$ cat src/rtl/nn_pkg.sv
// Shared types and constants for the MNIST fully-connected layer blocks.
package nn_pkg;

    localparam int NN_DATA_WIDTH = 16;

    // Activation words are Q1.15; ReLU saturates positive values to RELU_MAX.
    localparam int                         RELU_FRAC_BITS = 15;
    localparam logic [NN_DATA_WIDTH-1:0]   RELU_MAX       = 16'h7FFF;
    localparam logic [NN_DATA_WIDTH-1:0]   RELU_ZERO      = '0;

    typedef enum logic [2:0] {
        S_IDLE,
        S_CLEAR,
        S_LOAD,
        S_DRAIN,
        S_CAPTURE,
        S_OUT,
        S_DONE
    } seq_state_t;

endpackage

$ cat src/rtl/layer_sequencer_if.sv
// Serialized activation stream from a layer to the next layer or argmax stage.
interface layer_sequencer_if #(
    parameter int DATA_WIDTH = nn_pkg::NN_DATA_WIDTH,
    parameter int IDX_WIDTH  = 5
);
    logic                  o_out_valid;
    logic [DATA_WIDTH-1:0] o_out_data;
    logic [IDX_WIDTH-1:0]  o_out_idx;
    logic                  i_out_ready;

    modport master (output o_out_valid, o_out_data, o_out_idx, input i_out_ready);
    modport slave  (input o_out_valid, o_out_data, o_out_idx, output i_out_ready);
endinterface

$ cat src/rtl/act_serializer.sv
// Captures the parallel ReLU vector and streams it out one neuron per handshake.
module act_serializer
    import nn_pkg::*;
#(
    parameter int DATA_WIDTH  = NN_DATA_WIDTH,
    parameter int NUM_NEURONS = 30,
    parameter int IDX_WIDTH   = $clog2(NUM_NEURONS)
) (
    input  logic                              clk,
    input  logic                              reset_n,
    input  logic                              load,
    input  logic                              start,
    input  logic [NUM_NEURONS*DATA_WIDTH-1:0] act_data,
    output logic                              done_last,
    layer_sequencer_if.master                 out_if
);

    logic [NUM_NEURONS-1:0][DATA_WIDTH-1:0] cap;
    logic                                   valid;
    logic [IDX_WIDTH-1:0]                   idx;
    logic                                   fire;

    assign fire      = valid & out_if.i_out_ready;
    assign done_last = fire && (idx == IDX_WIDTH'(NUM_NEURONS - 1));

    always_ff @(posedge clk or negedge reset_n) begin
        if (!reset_n) begin
            cap   <= '0;
            valid <= 1'b0;
            idx   <= '0;
        end else begin
            if (load)
                cap <= act_data;
            if (start) begin
                valid <= 1'b1;
                idx   <= '0;
            end else if (fire) begin
                if (done_last)
                    valid <= 1'b0;
                else
                    idx <= idx + 1'b1;
            end
        end
    end

    // Data and index come straight from registers, so they hold under backpressure.
    assign out_if.o_out_valid = valid;
    assign out_if.o_out_idx   = idx;
    assign out_if.o_out_data  = cap[idx];

endmodule

$ cat src/rtl/layer_sequencer.sv
// One fully-connected layer pass: clear, stream inputs, drain MAC/ReLU, serialize.
module layer_sequencer
    import nn_pkg::*;
#(
    parameter int DATA_WIDTH  = NN_DATA_WIDTH,
    parameter int NUM_INPUTS  = 784,
    parameter int NUM_NEURONS = 30,
    parameter int MAC_LATENCY = 2,
    parameter int ADDR_WIDTH  = $clog2(NUM_INPUTS),
    parameter int IDX_WIDTH   = $clog2(NUM_NEURONS)
) (
    input  logic                              clk,
    input  logic                              reset_n,
    input  logic                              i_start,
    output logic                              o_busy,
    output logic                              o_done,
    output logic                              o_in_rd_en,
    output logic [ADDR_WIDTH-1:0]             o_in_addr,
    input  logic [DATA_WIDTH-1:0]             i_in_data,
    output logic                              o_neuron_clear,
    output logic                              o_neuron_valid,
    output logic [DATA_WIDTH-1:0]             o_neuron_data,
    input  logic [NUM_NEURONS*DATA_WIDTH-1:0] i_act_data,
    layer_sequencer_if.master                 out_if
);

    // Memory read + MAC pipeline + ReLU register.
    localparam int DRAIN_CYCLES = MAC_LATENCY + 2;
    localparam int DCW          = $clog2(DRAIN_CYCLES);
    localparam logic [ADDR_WIDTH-1:0] LAST_ADDR = ADDR_WIDTH'(NUM_INPUTS - 1);

    seq_state_t     state;
    logic [DCW-1:0] drain_cnt;
    logic           done_last;

    always_ff @(posedge clk or negedge reset_n) begin
        if (!reset_n) begin
            state          <= S_IDLE;
            o_busy         <= 1'b0;
            o_done         <= 1'b0;
            o_neuron_clear <= 1'b0;
            o_in_rd_en     <= 1'b0;
            o_in_addr      <= '0;
            drain_cnt      <= '0;
        end else begin
            o_done         <= 1'b0;
            o_neuron_clear <= 1'b0;
            case (state)
                S_IDLE: if (i_start) begin
                    state          <= S_CLEAR;
                    o_busy         <= 1'b1;
                    o_neuron_clear <= 1'b1;
                end
                S_CLEAR: begin
                    state      <= S_LOAD;
                    o_in_rd_en <= 1'b1;
                    o_in_addr  <= '0;
                end
                S_LOAD: begin
                    if (o_in_addr == LAST_ADDR) begin
                        state      <= S_DRAIN;
                        o_in_rd_en <= 1'b0;
                        drain_cnt  <= DCW'(DRAIN_CYCLES - 1);
                    end else begin
                        o_in_addr <= o_in_addr + 1'b1;
                    end
                end
                S_DRAIN: begin
                    if (drain_cnt == '0)
                        state <= S_CAPTURE;
                    else
                        drain_cnt <= drain_cnt - 1'b1;
                end
                S_CAPTURE: state <= S_OUT;
                S_OUT: if (done_last) begin
                    state  <= S_DONE;
                    o_done <= 1'b1;
                end
                S_DONE: begin
                    state  <= S_IDLE;
                    o_busy <= 1'b0;
                end
                default: state <= S_IDLE;
            endcase
        end
    end

    always_ff @(posedge clk or negedge reset_n) begin
        if (!reset_n)
            o_neuron_valid <= 1'b0;
        else
            o_neuron_valid <= o_in_rd_en;
    end

    // Gated by valid so the neuron bus reads zero whenever no word is in flight.
    assign o_neuron_data = o_neuron_valid ? i_in_data : '0;

    act_serializer #(
        .DATA_WIDTH  (DATA_WIDTH),
        .NUM_NEURONS (NUM_NEURONS),
        .IDX_WIDTH   (IDX_WIDTH)
    ) u_ser (
        .clk       (clk),
        .reset_n   (reset_n),
        .load      (state == S_CAPTURE),
        .start     (state == S_CAPTURE),
        .act_data  (i_act_data),
        .done_last (done_last),
        .out_if    (out_if)
    );

endmodule

$ cat src/flat_wrapper.sv
// flat-port wrapper written by rule: the top's interface ports become plain ports
module layer_sequencer_flat import nn_pkg::*;
#(
    parameter int DATA_WIDTH  = NN_DATA_WIDTH,
    parameter int NUM_INPUTS  = 784,
    parameter int NUM_NEURONS = 30,
    parameter int MAC_LATENCY = 2,
    parameter int ADDR_WIDTH  = $clog2(NUM_INPUTS),
    parameter int IDX_WIDTH   = $clog2(NUM_NEURONS)
)
  (clk, reset_n, i_start, o_busy, o_done, o_in_rd_en, o_in_addr, i_in_data, o_neuron_clear, o_neuron_valid, o_neuron_data, i_act_data, out_if_o_out_valid, out_if_o_out_data, out_if_o_out_idx, out_if_i_out_ready);
  layer_sequencer_if #(.DATA_WIDTH(DATA_WIDTH), .IDX_WIDTH(IDX_WIDTH)) out_if_i ();
  input  logic clk;
  input  logic reset_n;
  input  logic i_start;
  output logic o_busy;
  output logic o_done;
  output logic o_in_rd_en;
  output logic [ADDR_WIDTH-1:0] o_in_addr;
  input  logic [DATA_WIDTH-1:0] i_in_data;
  output logic o_neuron_clear;
  output logic o_neuron_valid;
  output logic [DATA_WIDTH-1:0] o_neuron_data;
  input  logic [NUM_NEURONS*DATA_WIDTH-1:0] i_act_data;
  output wire logic [$bits(out_if_i.o_out_valid)-1:0] out_if_o_out_valid;
  output wire logic [$bits(out_if_i.o_out_data)-1:0] out_if_o_out_data;
  output wire logic [$bits(out_if_i.o_out_idx)-1:0] out_if_o_out_idx;
  input wire logic [$bits(out_if_i.i_out_ready)-1:0] out_if_i_out_ready;
  assign out_if_o_out_valid = out_if_i.o_out_valid;
  assign out_if_o_out_data = out_if_i.o_out_data;
  assign out_if_o_out_idx = out_if_i.o_out_idx;
  assign out_if_i.i_out_ready = out_if_i_out_ready;
  layer_sequencer #(.DATA_WIDTH(DATA_WIDTH), .NUM_INPUTS(NUM_INPUTS), .NUM_NEURONS(NUM_NEURONS), .MAC_LATENCY(MAC_LATENCY), .ADDR_WIDTH(ADDR_WIDTH), .IDX_WIDTH(IDX_WIDTH)) u_core (.clk(clk), .reset_n(reset_n), .i_start(i_start), .o_busy(o_busy), .o_done(o_done), .o_in_rd_en(o_in_rd_en), .o_in_addr(o_in_addr), .i_in_data(i_in_data), .o_neuron_clear(o_neuron_clear), .o_neuron_valid(o_neuron_valid), .o_neuron_data(o_neuron_data), .i_act_data(i_act_data), .out_if(out_if_i));
endmodule
$ cat config.mk
export PLATFORM = sky130hd
export DESIGN_NAME = layer_sequencer_flat
export DESIGN_NICKNAME = d
export VERILOG_FILES = /design/src/rtl/nn_pkg.sv /design/src/rtl/layer_sequencer_if.sv /design/src/rtl/act_serializer.sv /design/src/rtl/layer_sequencer.sv /design/src/flat_wrapper.sv
export SDC_FILE = /design/constraint.sdc
export NUM_CORES = 1
export LEC_CHECK = 0
export BUFFER_PORTS_ARGS = -buffer_cell sky130_fd_sc_hd__buf_2
export CAP_MARGIN = 15
export CORE_UTILIZATION = 49
export CTS_BUF_LIST = sky130_fd_sc_hd__clkbuf_16
export CTS_CLUSTER_SIZE = 10
export DETAILED_ROUTE_END_ITERATION = 12
export PLACE_DENSITY = 0.77
export SYNTH_ARGS = -nofsm -noshare
export SYNTH_HDL_FRONTEND = slang
export SYNTH_SLANG_ARGS = --single-unit
$ cat constraint.sdc
create_clock -name clk -period 2.14 [get_ports clk]
set_clock_uncertainty 0.1 [all_clocks]
set_input_delay 0.107 -clock clk [delete_from_list [all_inputs] [get_ports clk]]
set_output_delay 0.107 -clock clk [all_outputs]
set_load 0.005 [all_outputs]
==> results.cfg <==
[worst_setup_path]
reg2reg_slack_ns = 0.07
critical_path_s_slowest_cell = dfrtp_4
delay_heaviest_family_cp = buffers and inverters
r2r_cells = 6
worstReg2RegStart = u_core.state[1]$_DFFE_PN0P_
critPathCaptureType = output pin
required_ns = 1.93
critical_path_start_type = flop
path_class = reg -> out
arrival_time_of_data_at_the_critical_path_endpoint_ns = 2.81
crit_fanout = 23
crit_chain = buf_16 -> buf_6 -> buf_12 -> mux2i_1 -> o22ai_1 -> a211oi_2 -> buf_4 -> a22oi_2 -> buf_2
critPathBufInv = 5
worst_path_largest_cell_delay_ns = 0.52
rr_endpoint = u_core.u_ser.cap[231]$_DFFE_PN0N_

[sta]
worst_slack_ns = -0.876
totalNegativeSetupSlack_ns = -11.83
hold_viol = 0
final_critical_path_required_period_ns = 3.02
worst_slew_pin_slew_ns = 0.836
slew_viol_final = 0
slew-limit-headroom = 0.441
timing.final.crit_share = 1.41
final-setup-viol-count = 16
grt_setup_unrepaired = true
fmaxAchievable_mhz = 332

[place]
io_buffer_count = 552
dp_hpwl_um = 54600
detailed_place.area_um2 = 27400
pre_cts_ws_ns = -0.464
routabilityCongestion = 0.915

[grt]
grt_pass1_wl_um = 125000
gr-total-overflow = 0
first_global_vias = 20900
grt_use_total = 0.356
grt_max_degree = 95
antenna_found_initial = 21

[floorplanning]
placement_rows = 79
number_of_primary_i_o_pins = 553
die_height_um = 219
initial_utilization = 0.495
design.core.area_um2 = 46500
dieArea_um2 = 47800
die_w_um = 219

[clocking]
clk-insertion-delay-late_ns = 0.59
clock_sinks = 506
cts_tree = done
maximum_buffer_depth_of_the_clock_tree = 3
worst_setup_hold_path_clk_slew_ns = 0.06
h_tree_depth = 2
clock_buffers_created_by_tritoncts = 57
cts_root_buf = clkbuf_16

[power]
p_leak_nw = 17.0
peakVddDrop_mv = 0.602
power.density_nw_per_um2 = 806
total_power_w = 0.0275

[logic_synthesis]
postSynth.asyncResetShare = 1.00
yosys_warnings = 0
synth.area.mux_share = 0.347
ys_ff_latch = 506
synthesis.area_per_instance_um2 = 14.9
synth_nets = 2046
sequential_element_share_of_the_synthesized_area = 0.551
yosys.area_share.xor_xnor = 0.00305
distinct_cells_synth = 52
netlist_area_um2 = 23000
fraction_of_the_mapped_netlist_area_in_compound_gates = 0.0495
synthSimpleGateAreaFrac = 0.0189
synth-adder-area-share = 0.00218
synth_enable_flop_cells = 0
synth_top_family_by_area = multiplexers
flip_flop_cell_with_the_highest_count_after_synthesis = dfrtp_1
netlist_instances = 1542

[finish]
post_route_cells_drive_above_1_share = 0.511
layout.filler_cells = 2827
final_cell_mix = 551 x buf_2, 501 x dfrtp_1, 483 x dlygate4sd3_1
postLayoutCoreUtil = 0.736
area_growth_pct = 48.6
design.final.nets = 3179
final_common_cell = buf_2
postLayoutCellArea_um2 = 34200

[outcome]
failing_checks = negative setup slack
outcome = finished, violations left

[drt]
routed-wl-met2_um = 42900
antenna_left = 0
routed_wire_length_per_instance_um = 25.7
detailedRoute.firstIterationViolations = 1468
num_vias = 18900
wl_met1_um = 32000
drcViolationCount = 0
dr.max_layer_used = met5
wl_met3_um = 5200
drt-pass1-iter-count = 5
drt-vias-per-instance = 5.71
postRouteWirelength_um = 85200

[job]
maxCapViolations = 0

[min_path]
worst_hold_path_type = in -> async
==> area by class of cell <==
| type | count | area [um^2] | area share |
|---|---|---|---|
| Sequential cell | 506 | 12700 | 0.371 |
| Clock buffer | 59 | 1480 | 0.0432 |
| Multi-Input combinational cell | 918 | 9960 | 0.291 |
| Antenna cell | 17 | 42.5 | 0.00124 |
| Inverter | 6 | 22.5 | 0.000659 |
| Tap cell | 607 | 759 | 0.0222 |
| Clock inverter | 12 | 51.3 | 0.00150 |
| Timing Repair Buffer | 1186 | 9190 | 0.269 |
==> how the worst max path moves through the flow <==
stage,cells past startpoint,start,slack [ns],end
floorplan,8,u_core.u_ser.out_if.o_out_idx[1]$_DFFE_PN0P_,0.05,u_core.u_ser.out_if.o_out_idx[1]$_DFFE_PN0P_
global route,9,u_core.u_ser.out_if.o_out_idx[0]$_DFFE_PN0P_,-0.91,out_if_o_out_data[7]
global placement,8,u_core.u_ser.out_if.o_out_idx[0]$_DFFE_PN0P_,-0.48,out_if_o_out_data[6]
CTS,8,u_core.u_ser.out_if.o_out_idx[0]$_DFFE_PN0P_,-0.84,out_if_o_out_data[6]
finish,9,u_core.u_ser.out_if.o_out_idx[0]$_DFFE_PN0P_,-0.88,out_if_o_out_data[7]
detailed placement,8,u_core.u_ser.out_if.o_out_idx[0]$_DFFE_PN0P_,-0.46,out_if_o_out_data[6]
==> cells in the mapped netlist (all sizes together), types with 2 or more instances <==
library cell  count  area, um^2
a22oi            16         120
nor3              4        20.0
o21ai            59         295
clkbuf           24        90.1
a221oi           32         287
nand2             9        33.8
nor4              2        18.8
buf              88         552
nor3b             2        15.0
o211ai            3        22.5
xnor2             4        35.0
and2             19         119
a211oi           17         128
nand3             8        40.0
a21oi            20         104
inv               6        22.5
mux4             64        1440
or3               4        30.0
o22ai            17         106
nand4             3        18.8
nor2             14        55.1
ha                4        50.1
dfrtp           506       12700
mux2            480        5410
mux2i           113        1130
o31ai             4        35.0
xor2              4        35.0
nor2b             4        25.0
==> flip-flops by register name, indices dropped and copies added, names as in the netlist, 2 cells and up <==
| register | flops |
|---|---|
| u_core.u_ser.out_if.o_out_idx | 5 |
| u_core.o_in_addr | 10 |
| u_core.state | 3 |
| u_core.u_ser.cap | 480 |
| u_core.drain_cnt | 2 |
==> worst min-delay path, cell delays in order <==
cell and delay [ns]:
dlygate4sd3_1 0.56, buf_8 0.24, buf_4 0.19
==> routing by layer <==
metal,global-route usage,up-vias
met2,0.612,978
met3,0.0607,304
met1,0.422,9569
met4,0.203,8
met5,0,-
li1,-,8031
==> what timing repair did <==
action	4_1_cts	5_1_grt
cloned	0	0
setup buffers	0	0
endpoints found under the setup margin	16	193
hold buffers	484	0
gates resized for setup	48	32
pin swaps	3	3
endpoints found under the hold margin	992	0
==> cell families after synthesis <==
family | after synthesis
muxes | 657
DFF | 506
AOI/OAI and AO/OA | 173
buffers and inverters | 118
and+or+nand+nor | 76
xor gates and xnor gates | 8
adders and majority gates | 4
==> metrics by stage <==
step	std cells	hold WS, ns
final	3311	0.0938
after global routing	3311	0.0949
after CTS	3294	0.0892
after detailed placement	2739	-0.0323
after global placement	2739	-0.0419
after floorplan	1542	-0.289
==> power by group <==
part | internal, W | leakage (nW) | switching (W)
clock network | 0.00482 | 0.778 | 0.00381
logic | 0.00444 | 9.21 | 0.00474
registers | 0.00964 | 7.03 | 0.0000985
total | 0.0189 | 17.0 | 0.00865
No activity file was read; power rests on OpenSTA's default activity.
